==> config.mk <==
export PLATFORM = sky130hd
export DESIGN_NAME = hazard_fwd_unit
export DESIGN_NICKNAME = d
export VERILOG_FILES = /design/src/rtl/hazard_fwd_unit.sv
export SDC_FILE = /design/constraint.sdc
export NUM_CORES = 1
export LEC_CHECK = 0
export CAP_MARGIN = 20
export CORE_MARGIN = 2
export CORE_UTILIZATION = 32
export CTS_BUF_LIST = sky130_fd_sc_hd__clkbuf_16
export DETAILED_ROUTE_END_ITERATION = 8
export DONT_BUFFER_PORTS = 1
export HOLD_SLACK_MARGIN = 0.06
export PLACE_DENSITY = 0.57
export SETUP_SLACK_MARGIN = 0.02
export SLEW_MARGIN = 20
export SYNTH_ARGS = -nofsm -noshare
export SYNTH_HDL_FRONTEND = slang
export SYNTH_SLANG_ARGS = --single-unit
==> constraint.sdc <==
create_clock -name clk -period 5.4 [get_ports clk]
set_input_delay 0.27 -clock clk [delete_from_list [all_inputs] [get_ports clk]]
set_output_delay 0.27 -clock clk [all_outputs]
set_load 0.03 [all_outputs]
==> src/rtl/hazard_fwd_unit.sv <==
// Hazard and forwarding unit for the 5-stage RV32 pipeline: EX operand bypass selects,
// load-use / RAW stall detection, redirect flush, multicycle-EX hold FSM and a stall counter.
module hazard_fwd_unit #(
    parameter int REG_ADDR_W = 5,
    parameter bit FORWARDING = 1'b1,
    parameter int CNT_W      = 32
) (
    input  logic                  clk,
    input  logic                  rst_n,
    input  logic [REG_ADDR_W-1:0] id_rs1,
    input  logic [REG_ADDR_W-1:0] id_rs2,
    input  logic                  id_rs1_used,
    input  logic                  id_rs2_used,
    input  logic [REG_ADDR_W-1:0] ex_rs1,
    input  logic [REG_ADDR_W-1:0] ex_rs2,
    input  logic [REG_ADDR_W-1:0] ex_rd,
    input  logic                  ex_reg_write,
    input  logic                  ex_mem_read,
    input  logic [REG_ADDR_W-1:0] mem_rd,
    input  logic                  mem_reg_write,
    input  logic [REG_ADDR_W-1:0] wb_rd,
    input  logic                  wb_reg_write,
    input  logic                  ex_redirect,
    input  logic                  mc_start,
    input  logic                  mc_done,
    output logic                  pc_en,
    output logic                  if_id_en,
    output logic                  if_id_flush,
    output logic                  id_ex_bubble,
    output logic                  id_ex_hold,
    output logic                  mem_bubble,
    output logic [1:0]            fwd_a_sel,
    output logic [1:0]            fwd_b_sel,
    output logic [CNT_W-1:0]      stall_count
);

    typedef enum logic [0:0] {
        RUN     = 1'b0,
        MC_WAIT = 1'b1
    } state_t;

    localparam logic [REG_ADDR_W-1:0] REG_ZERO = {REG_ADDR_W{1'b0}};
    localparam logic [CNT_W-1:0]      CNT_MAX  = {CNT_W{1'b1}};
    localparam logic [CNT_W-1:0]      CNT_ONE  = {{(CNT_W-1){1'b0}}, 1'b1};

    state_t           state_r;
    state_t           state_nxt_s;
    logic [CNT_W-1:0] stall_count_r;

    logic       ex_match_s;
    logic       mem_match_s;
    logic       hazard_s;
    logic [1:0] fwd_a_raw_s;
    logic [1:0] fwd_b_raw_s;
    logic       pc_en_s;
    logic       if_id_en_s;
    logic       if_id_flush_s;
    logic       id_ex_bubble_s;
    logic       id_ex_hold_s;
    logic       mem_bubble_s;
    logic [1:0] fwd_a_s;
    logic [1:0] fwd_b_s;

    // x0 can never be a producer, so a zero source index never matches.
    function automatic logic src_match(input logic                  used,
                                       input logic [REG_ADDR_W-1:0] src,
                                       input logic [REG_ADDR_W-1:0] rd,
                                       input logic                  wr);
        return used && wr && (src != REG_ZERO) && (src == rd);
    endfunction

    // EX/MEM takes priority over MEM/WB because it holds the younger value.
    function automatic logic [1:0] fwd_pick(input logic [REG_ADDR_W-1:0] src);
        logic [1:0] sel;
        if (mem_reg_write && (mem_rd != REG_ZERO) && (mem_rd == src)) begin
            sel = 2'b01;
        end else if (wb_reg_write && (wb_rd != REG_ZERO) && (wb_rd == src)) begin
            sel = 2'b10;
        end else begin
            sel = 2'b00;
        end
        return sel;
    endfunction

    assign ex_match_s  = src_match(id_rs1_used, id_rs1, ex_rd, ex_reg_write)
                       || src_match(id_rs2_used, id_rs2, ex_rd, ex_reg_write);
    assign mem_match_s = src_match(id_rs1_used, id_rs1, mem_rd, mem_reg_write)
                       || src_match(id_rs2_used, id_rs2, mem_rd, mem_reg_write);

    // With bypass only a load in EX must stall; without it any EX or MEM producer must.
    assign hazard_s    = FORWARDING ? (ex_mem_read && ex_match_s) : (ex_match_s || mem_match_s);
    assign fwd_a_raw_s = FORWARDING ? fwd_pick(ex_rs1) : 2'b00;
    assign fwd_b_raw_s = FORWARDING ? fwd_pick(ex_rs2) : 2'b00;

    // FSM state register.
    always_ff @(posedge clk or negedge rst_n) begin
        if (!rst_n) begin
            state_r <= RUN;
        end else begin
            state_r <= state_nxt_s;
        end
    end

    // Next-state and pipeline control with priority reset > MC hold > redirect > stall > run.
    always_comb begin
        state_nxt_s    = state_r;
        pc_en_s        = 1'b1;
        if_id_en_s     = 1'b1;
        if_id_flush_s  = 1'b0;
        id_ex_bubble_s = 1'b0;
        id_ex_hold_s   = 1'b0;
        mem_bubble_s   = 1'b0;
        fwd_a_s        = fwd_a_raw_s;
        fwd_b_s        = fwd_b_raw_s;

        case (state_r)
            RUN:     state_nxt_s = (mc_start && !mc_done) ? MC_WAIT : RUN;
            MC_WAIT: state_nxt_s = mc_done ? RUN : MC_WAIT;
            default: state_nxt_s = RUN;
        endcase

        if (!rst_n) begin
            state_nxt_s    = RUN;
            pc_en_s        = 1'b0;
            if_id_en_s     = 1'b0;
            if_id_flush_s  = 1'b1;
            id_ex_bubble_s = 1'b1;
            fwd_a_s        = 2'b00;
            fwd_b_s        = 2'b00;
        end else if ((state_r == MC_WAIT) && !mc_done) begin
            pc_en_s      = 1'b0;
            if_id_en_s   = 1'b0;
            id_ex_hold_s = 1'b1;
            mem_bubble_s = 1'b1;
        end else if (ex_redirect) begin
            // The stalled instruction, if any, is wrong-path, so squash instead of stalling.
            if_id_flush_s  = 1'b1;
            id_ex_bubble_s = 1'b1;
        end else if (hazard_s) begin
            pc_en_s        = 1'b0;
            if_id_en_s     = 1'b0;
            id_ex_bubble_s = 1'b1;
        end else begin
            pc_en_s = 1'b1;
        end
    end

    // Saturating count of cycles in which the PC was held.
    always_ff @(posedge clk or negedge rst_n) begin
        if (!rst_n) begin
            stall_count_r <= {CNT_W{1'b0}};
        end else if (!pc_en_s && (stall_count_r != CNT_MAX)) begin
            stall_count_r <= stall_count_r + CNT_ONE;
        end else begin
            stall_count_r <= stall_count_r;
        end
    end

    assign pc_en        = pc_en_s;
    assign if_id_en     = if_id_en_s;
    assign if_id_flush  = if_id_flush_s;
    assign id_ex_bubble = id_ex_bubble_s;
    assign id_ex_hold   = id_ex_hold_s;
    assign mem_bubble   = mem_bubble_s;
    assign fwd_a_sel    = fwd_a_s;
    assign fwd_b_sel    = fwd_b_s;
    assign stall_count  = stall_count_r;

endmodule
==> summary.txt <==
Pwr
  – Clk pwr share: 35.5%
  – Int Power: 0.000483 W
  – Switching power: 0.000239 W
  – PD cells: 305 nW/um^2
  – Peak VDD IR: 204 uV
  – Logic pwr share: 13.6%
  – Reg power frac: 51.0%
  – P_leak: 1.04 nW
  – Sw frac: 33.1%

Worst hold path
  – Worst hold path type: primary input to register
  – WHS Endpoint: state_r
  – Min-Delay Path Depth: 1
  – Hold_sp: rst_n

Logic synthesis
  – Share of synthesized registers carrying an async set or reset: 100%
  – Number of synthesized flops with an enable pin: 0
  – Top cell type by total area after synthesis: dfrtp_1
  – Synth warn: 0
  – Dominant cells by area after synthesis: dfrtp_1, xor2_1, xnor2_1
  – Syn nets: 271
  – Sequential-to-total area share from yosys stat: 38.9%
  – Mean post-synth cell area: 9.47 um^2
  – Post-synth top cells: xor2_1, dfrtp_1, nand2_1
  – Ys flop type: dfrtp_1
  – Synth Instances: 224
  – Synth top area share: 38.9%
  – Top-count cell post-synth: xor2_1
  – Yosys reg bits: 33
  – Distinct cells, synth: 37
  – Netlist Area Pre-Place: 2120 um^2

Critical path
  – Worst Path Buf+Inv: 0
  – R2R setup slack: 2530 ps
  – CP startpoint kind: register
  – Most frequent CP cell: nand2_1
  – RR Endpoint: stall_count[1]
  – Slowest-stage cell, CP: dfrtp_1
  – Family with the most delay on the worst path: simple AND/OR/NAND/NOR gates
  – Crit. End Element: register
  – Max FO, Critical Path: 21
  – Arrival @ worst endpoint: 3020 ps
  – R2R depth: 7
  – Worst Path Required: 5550 ps
  – Kind of critical path: register to register
  – Critical path, cell by cell: ha_1, nand2_1, or3_4, nor4_4, nand2_1, o21ai_2, mux2_2
  – Critical Path Max Stage Delay: 580 ps
  – Critical R2R Launch: stall_count[0]
  – Crit. Startpoint: stall_count[0]

Timing
  – Endpoints failing setup: 0
  – Final hold vios: 0
  – Sum Neg Setup Slack: 0 ps
  – RSZ-0062 raised after global routing: false
  – Crit share post-route: 53.2%
  – Slew of the pin with the lowest slew margin: 1110 ps
  – Min Tclk post-route: 2870 ps
  – Max Slew Vio Count: 0
  – Final Worst Setup Slack: 2530 ps
  – Max-slew headroom: 26.0%
  – Fin Clk Skew: 4.34 ps
  – Highest clock rate: 348 MHz

Job
  – Max Cap Viol: 0

Detailed routing
  – Drt drc: 0
  – Iteration-0 DRC count of the detailed router: 53
  – Antenna viol nets, final: 0
  – Via density per instance: 5.43
  – Drt total wl: 5000 um
  – Avg WL per Cell: 16.3 um
  – TritonRoute pass-1 iters: 4
  – Vias: 1667

Layout
  – Post-route cell area: 2370 um^2
  – Area growth syn-to-layout: 11.5%
  – Multi-input logic area: 1230 um^2
  – Filler cells: 663
  – Layout Nets: 277
  – Ant. Diodes: 0
  – Share of layout cells above drive strength 1: 9.13%
  – Storage cell area: 826 um^2

Clock tree
  – Post-CTS setup buffers: 0
  – Htree depth: 2
  – Clock latency on the worst-skew pair: 270 ps
  – Root buffer cell: clkbuf_16
  – Clock transition at path regs: 50 ps
  – Clock Path Buffers: 2
  – Post-cts sizing count: 0
  – Num CTS Buffers: 5
  – Sink Count: 33
  – Hold-fix buffers, CTS: 3
  – CTS tree: built

Global route
  – Number of global-route vias before repair: 1698
  – First-pass GRT wire length: 8240 um
  – GRT overflow: 0
  – Overall routing resource usage: 14.4%
  – Antenna violations before repair: 0
  – Largest net degree at the start of global routing: 34

Placement
  – # port buffers: 0
  – Post-Place Worst Slack: 2520 ps
  – Post-DP HPWL: 3920 um
  – DP Area: 2190 um^2
  – GPL Wtd Cong: 0.825

Floorplan
  – I/O pin count: 88
  – Die footprint: 7300 um^2
  – Chip width: 85.4 um
  – Initial core utilization: 33.2%
  – Die Height: 85.4 um
  – Cell Rows: 29
  – Core area: 6390 um^2

Outcome
  – Status: finished clean
final cells by class:
type,count,area share [%]
inverter,6,1.06
clock inverter,2,0.317
multi-input combinational,179,52.0
sequential,33,34.9
clock buffer,5,5.29
tap,77,4.07
timing repair buffer,5,2.33
state kept, by name (all words and copies together), names as in the netlist:
signal,flops
stall_count,32
state_r,1
cell usage in the layout, fill, tap and decap left out, types with 2 or more instances in the layout:
cell,n
a21oi_1,5
and2_1,3
and3_1,5
buf_4,2
clkbuf_16,5
dfrtp_1,33
dlygate4sd3_1,2
inv_1,6
mux2_2,3
nand2_1,17
nand3_1,15
nand4_1,10
nor2_1,15
nor3_1,15
nor3b_1,2
nor4_1,8
o2111ai_1,2
o21ai_0,4
or4_1,4
xnor2_1,16
xor2_1,39
worst max path at each step:
stage	cells past startpoint	slack (ps)	end
after floorplan	8	2980	stall_count[1]
after global placement	7	2630	stall_count[1]
after detailed placement	7	2520	stall_count[1]
after CTS	7	2510	stall_count[1]
after global routing	7	2280	stall_count[1]
final	7	2530	stall_count[1]
cell families after synthesis:
| group | after synthesis | synth area share, % |
|---|---|---|
| adders and majority gates | 1 | 0.590 |
| muxes | 4 | 2.12 |
| AOI/OAI and AO/OA | 15 | 4.66 |
| buffers and inverters | 12 | 3.30 |
| DFF | 33 | 38.9 |
| xor gates and xnor gates | 55 | 22.7 |
| and+or+nand+nor | 104 | 27.7 |
power by group through the flow:
stage | sequential [W] | combinational (W) | clock [W]
after CTS | 0.000369 | 0.000101 | 0.000262
after global placement | 0.000372 | 0.0000877 | 0
final | 0.000368 | 0.0000981 | 0.000256
after global routing | 0.000372 | 0.000112 | 0.000273
after detailed placement | 0.000374 | 0.0000930 | 0
after floorplan | 0.000360 | 0.0000804 | 0
per-stage QoR:
stage | hold WS [ps] | total power, W | util, % | cells
2_1_floorplan | -25.6 | 0.000440 | - | 224
3_3_place_gp | -24.6 | 0.000460 | 34.3 | 297
3_5_place_dp | -24.8 | 0.000467 | 34.3 | 297
4_1_cts | 149 | 0.000732 | 37.0 | 307
5_1_grt | 142 | 0.000758 | 37.0 | 307
6_report | 157 | 0.000721 | 37.0 | 307
routing by layer:
| metal | up-vias | wire [um] | track usage [%] |
|---|---|---|---|
| met5 | - | 0 | 0 |
| met4 | 0 | 56 | 4.33 |
| met3 | 5 | 517 | 7.30 |
| met2 | 68 | 2430 | 23.7 |
| met1 | 799 | 2000 | 16.4 |
| li1 | 795 | - | - |
Note: power is estimated with default switching activity, not from simulation.
